--- src/rtl/fetch_sequencer.sv ---
// Instruction fetch sequencer: fetches a word per PC, hands it to the CPU, waits for completion.
// Optional HALT opcode (3'b111) support is enabled by defining FETCH_SEQUENCER_HALT_EN.
module fetch_sequencer #(
  parameter int unsigned ADDR_W   = 9,
  parameter int unsigned RESET_PC = 0
) (
  input  logic              clk,
  input  logic              reset,
  input  logic              start,
  input  logic              stop,
  output logic [ADDR_W-1:0] mem_addr,
  output logic              mem_rd,
  input  logic [15:0]       mem_rdata,
  input  logic              mem_ready,
  output logic [15:0]       instr,
  output logic              cpu_load,
  output logic              cpu_s,
  input  logic              cpu_w,
  output logic [ADDR_W-1:0] pc,
  output logic [15:0]       retired,
  output logic              busy,
  output logic              halted
);

  typedef enum logic [2:0] {
    StIdle,
    StFetch,
    StLoad,
    StStart,
    StSettle,
    StExec,
    StIncr
`ifdef FETCH_SEQUENCER_HALT_EN
    , StHalt
`endif
  } state_e;

  state_e            state_q, state_d;
  logic [ADDR_W-1:0] pc_q, pc_d;
  logic [15:0]       instr_q, instr_d;
  logic [15:0]       retired_q, retired_d;
  logic              mem_rd_q, mem_rd_d;
  logic              cpu_load_q, cpu_load_d;
  logic              cpu_s_q, cpu_s_d;

  always_ff @(posedge clk) begin
    if (reset) begin
      state_q    <= StIdle;
      pc_q       <= ADDR_W'(RESET_PC);
      instr_q    <= 16'h0000;
      retired_q  <= 16'h0000;
      mem_rd_q   <= 1'b0;
      cpu_load_q <= 1'b0;
      cpu_s_q    <= 1'b0;
    end else begin
      state_q    <= state_d;
      pc_q       <= pc_d;
      instr_q    <= instr_d;
      retired_q  <= retired_d;
      mem_rd_q   <= mem_rd_d;
      cpu_load_q <= cpu_load_d;
      cpu_s_q    <= cpu_s_d;
    end
  end

  always_comb begin
    state_d   = state_q;
    pc_d      = pc_q;
    instr_d   = instr_q;
    retired_d = retired_q;
    case (state_q)
      StIdle: begin
        if (start && !stop) state_d = StFetch;
      end
      StFetch: begin
        if (mem_ready) begin
          instr_d = mem_rdata;
          state_d = StLoad;
        end
      end
      StLoad: begin
`ifdef FETCH_SEQUENCER_HALT_EN
        if (instr_q[15:13] == 3'b111) state_d = StHalt;
        else                          state_d = StStart;
`else
        state_d = StStart;
`endif
      end
      StStart:  state_d = StSettle;
      // CPU's wait flag is not yet valid the cycle after the start strobe.
      StSettle: state_d = StExec;
      StExec: begin
        if (cpu_w) state_d = StIncr;
      end
      StIncr: begin
        pc_d      = pc_q + ADDR_W'(1);
        retired_d = retired_q + 16'd1;
        state_d   = stop ? StIdle : StFetch;
      end
`ifdef FETCH_SEQUENCER_HALT_EN
      StHalt: state_d = StHalt;
`endif
      default: state_d = StIdle;
    endcase
  end

  // Strobes are decoded from the next state so they come straight out of flops.
  always_comb begin
    mem_rd_d   = (state_d == StFetch);
    cpu_s_d    = (state_d == StStart);
    cpu_load_d = (state_d == StLoad);
`ifdef FETCH_SEQUENCER_HALT_EN
    if (instr_d[15:13] == 3'b111) cpu_load_d = 1'b0;
`endif
    busy   = (state_q != StIdle);
    halted = 1'b0;
`ifdef FETCH_SEQUENCER_HALT_EN
    if (state_q == StHalt) begin
      busy   = 1'b0;
      halted = 1'b1;
    end
`endif
  end

  assign mem_addr = pc_q;
  assign pc       = pc_q;
  assign instr    = instr_q;
  assign retired  = retired_q;
  assign mem_rd   = mem_rd_q;
  assign cpu_load = cpu_load_q;
  assign cpu_s    = cpu_s_q;

endmodule

--- config.mk ---
export PLATFORM = sky130hd
export DESIGN_NAME = fetch_sequencer
export DESIGN_NICKNAME = d
export VERILOG_FILES = /design/src/rtl/fetch_sequencer.sv
export SDC_FILE = /design/constraint.sdc
export NUM_CORES = 1
export LEC_CHECK = 0
export CAP_MARGIN = 30
export CORE_AREA = 2 2 94 96
export CTS_CLUSTER_SIZE = 20
export DETAILED_ROUTE_END_ITERATION = 12
export DIE_AREA = 0 0 96 98
export DONT_BUFFER_PORTS = 1
export PLACE_DENSITY_LB_ADDON = 0.15
export SLEW_MARGIN = 0
export SYNTH_ARGS = -nofsm -noshare
export SYNTH_HDL_FRONTEND = slang
export SYNTH_SLANG_ARGS = --single-unit
--- constraint.sdc ---
create_clock -name clk -period 1.8 [get_ports clk]
set_input_delay 0.36 -clock clk [delete_from_list [all_inputs] [get_ports clk]]
set_output_delay 0.36 -clock clk [all_outputs]
set_load 0.005 [all_outputs]
# == Word-level counts from Yosys, hierarchy flattened ==
# Index checks and enable logic that the tools add are counted.
# Widths: inputs -> output; s select.
# word_totals
wordCells,28
out_inout_bits,55
inputBits,22
regBits,47
# op_classes
n_reduce_logical,5
mux,5
n_addsub,2
n_eq_ne,9
# op_table
cell,n
$pmux 3 s7,1
$add 16x1->16 const B,1
$eq 3x2->1 const B,4
$add 9x1->9 const B,1
$eq 3x3->1 const B,3
$mux 3,3
$eq 3x1->1 const B,2
$logic_not 3->1,1
$reduce_bool 3->1,1
$reduce_and 2->1,1
$logic_and 1x1->1,1
$logic_not 1->1,1
$mux 1,1

# == Longest topological paths before layout ==
# depth
depth_word,5
ltp_mapped,6
depth_no_buf,5

# == Least setup slack after synthesis ==
# Ideal clock, no wire load.
# synth_path
path_kind,register -> register
start,register retired_q[0] (netlist: retired[0])
end,register retired_q[10] (netlist: retired[10])
setup_slack_ps,368
n_path_buf,1
t_arrival_ps,1361
path_stages_with_launch,7
setup_time_ps,70
period_less_slack_ps,1432
required_time_ps,1730
cell_sequence,dfxtp_1 -> ha_1 -> and4b_1 -> buf_4 -> nand4_2 -> or3_1 -> a21oi_1
# synth_via
elab_chain_cells,1
# synth_rtl
element,line,text
from (decl),41,"logic [15:0] retired_q, retired_d;"
from (signal assigned),59,retired_q <= retired_d;
$add 16x1->16,97,retired_d = retired_q + 16'd1;
# No other way between the ends.
# A chain may end at the register's enable or synchronous reset.

# == Worst setup path after layout ==
# layout_path
start,register state_q[2]
end,output port busy
# layout_via
elab_chain_cells,1
# layout_rtl
element,line,text
from (decl),38,"state_e state_q, state_d;"
from (signal assigned),48,state_q <= StIdle;
from (signal assigned),56,state_q <= state_d;
$reduce_bool 3->1,115,busy = (state_q != StIdle);
to (decl),21,"output logic busy,"
# No other way between the ends.

==> results_dict.tcl <==
set metrics [dict create \
    required_ps 1440 \
    yosys_most_used_dff "dfxtp_1" \
    post-place-ws_ps 229.8 \
    async_reset_ff_share_pct 0 \
    final_util_pct 26.06 \
    setup_slack_ps 218.3 \
    p_seq_share_pct 56.0 \
    p_per_area_mw_per_mm2 883.4 \
    cts.reportedPaths.clkPinSlew_ps 90 \
    drt_iter0_markers 27 \
    drive_above_1_share_pct 7.359 \
    dr.pass1.iters 4 \
    p_leak_nw 0.7862 \
    cts_buffer_depth 2 \
    grt_max_degree 48 \
    antenna_found_initial 0 \
    finalWirelength_mm 4.823 \
    hpwl_mm 3.331 \
    clk-insertion-delay-late_ps 300 \
    synth_warnings 0 \
    fmax_ghz 0.6322 \
    cts_hold_buf 0 \
    grtUsageTotal_pct 10.51 \
    gp_congestion 0.7180 \
    hold_viol 0 \
    grt-ovfl-total 0 \
    ys_seq_area_share_pct 45.55 \
    period_needed_ps 1582 \
    p_total_mw 1.949 \
    slew_viol_final 0 \
    drc 0 \
    finalSetupTns_ps 0 \
    ant_nets 0 \
    tritoncts "done" \
    internal_power_mw 1.510 \
    r2r-end "retired[10]" \
    rr_worst_depth 4 \
    num_vias 1586 \
    crit_end "busy" \
    initial_core_util_pct 24.40 \
    antennaDiodeCount 0 \
    cts.sink_count 47 \
    fp.dieH_um 98 \
    setup_viol 0 \
    htreeDepth 2 \
    swShare_pct 22.49 \
    yosys.area.top_type "dfxtp_1" \
    synth.top_cell.area_share_pct 45.55 \
    synth_cell_types 39 \
    power.clock.fraction_pct 39.5 \
    peakVddDrop_mv 0.2822 \
    end_kind "output pin" \
    synth-edff-count 0 \
    syn_nets 266 \
    min_path_type "in2reg" \
    wl_per_cell_um 14.23 \
    r2r-start "state_q[1]" \
    grt_pass1_vias 1464 \
    worstSetupPathType "reg2out" \
    cts-resized-gates 0 \
    p_switching_mw 0.4383 \
    max_cap_violations 0 \
    status "completed" \
    core-area_mm2 0.008466 \
    r2r_slack_ps 240 \
    viasPerCell 4.678 \
    critPathLaunchType "register" \
    cts_buffers 5 \
    grt_setup_unrepaired "no" \
    synth_common_cells "47 x dfxtp_1, 42 x nand2_1, 27 x a21oi_1, 23 x nor2_1, 12 x buf_4" \
    cp_max_fo 16 \
    grt_pass1_wl_mm 7.728 \
    areaGrowthSynthToFinish_pct 6.784 \
    yosys_register_bits 47 \
    hold_slack_ps 114.7 \
    buffer_ports.inserted 0 \
    cts_setup_buffers 0 \
    row_count 34 \
    synth.cell_area_mm2 0.002066 \
    comb_power_share_pct 4.5 \
    syn-mean-instance-area_um2 8.536 \
    holdCritStartpoint "reset" \
    synthTopCellsByArea "dfxtp_1 46%, nand2_1 7.6%, a21oi_1 6.5%, buf_4 4.4%, nor2_1 4.2%" \
    fp.dieW_um 96 \
    nets 255 \
    clock_skew_ps 8.272 \
    worst_ep_arrival_time_ps 1220 \
    root_buffer "clkbuf_8" \
    top_level_ports 77 \
    synth.most_common_cell "dfxtp_1" \
    finalCritPeriodShare_pct 87.87 \
    synthCells 242 \
    cp-startpoint "state_q[2]" \
    die_area_mm2 0.009408 \
]
-- cell families after synthesis --
group | Yosys count | share of synthesized area (%)
AND/OR/NAND/NOR | 107 | 26.53
flip-flops | 47 | 45.55
AO/OA/AOI/OAI | 39 | 10.54
buffers and inverters | 26 | 7.269
XOR/XNOR | 17 | 7.208
multiplexers | 3 | 1.514
adder cells (fa/ha/maj) | 2 | 1.211
other | 1 | 0.1815
-- metal layers --
| layer | global-route usage, % | up-vias | wire, um |
|---|---|---|---|
| met5 | 0 | - | 0 |
| met4 | 3.956 | 0 | 78 |
| met3 | 3.627 | 5 | 272 |
| met2 | 16.77 | 39 | 2307 |
| met1 | 12.89 | 764 | 2164 |
| li1 | - | 778 | - |
-- worst min-delay path by stage --
stage,endpoint,cells past startpoint,slack (ps)
2_1_floorplan,instr[0],2,450
3_3_place_gp,retired[10],1,440
3_5_place_dp,retired[15],1,440
4_1_cts,retired[10],1,110
5_1_grt,retired[7],1,100
6_report,retired[6],1,110
-- per-stage QoR --
step                cells  instance area [um^2]
finish                339                  2206
global route          339                  2206
CTS                   339                  2206
detailed placement    332                  2103
global placement      332                  2103
floorplan             242                  2066
-- power groups by stage --
stage	sequential (mW)	combinational [mW]	clock, mW
after CTS	1.09	0.0901	0.809
after detailed placement	1.12	0.0897	0
after floorplan	1.10	0.0987	0
after global routing	1.10	0.103	0.832
final	1.09	0.0878	0.770
after global placement	1.12	0.0901	0
-- flip-flops by register name (all words and copies together), names as in the netlist --
signal,flops
cpu_s,1
cpu_load,1
retired,16
mem_rd,1
state_q,3
mem_addr,9
instr,16
-- area by class of cell --
| cell class | instances | area [um^2] |
|---|---|---|
| Inverter | 2 | 7.507 |
| Clock inverter | 1 | 30.03 |
| Clock buffer | 6 | 72.57 |
| Sequential cell | 47 | 940.9 |
| Multi-Input combinational cell | 169 | 974.7 |
| Fill cell | 942 | 6260 |
| Tap cell | 108 | 135.1 |
| Timing Repair Buffer | 6 | 45.04 |
-- cell usage in the layout (no fill, tap or decap), types with 2 or more instances in the layout --
cell      instances
nand2_1          42
nor2_1           23
o21ai_0           5
xnor2_1           8
nor4_1            2
mux2i_1           2
a21oi_1          27
and2_1            3
nor2b_1           2
or3_1             6
xor2_1            9
dfxtp_1          47
a21o_1            2
a211oi_1          2
and4b_1           2
and4_1            2
nand3_1           4
inv_1             2
nand4_1           6
nand2b_1          3
buf_4             6
and3b_1           2
ha_1              2
and3_1            3
clkbuf_8          5
-- critical path: stages (launching register included) --
cell	delay (ps)
dfxtp_1	330
buf_4	180
or3_1	410
(Power assumes the default switching activity.)
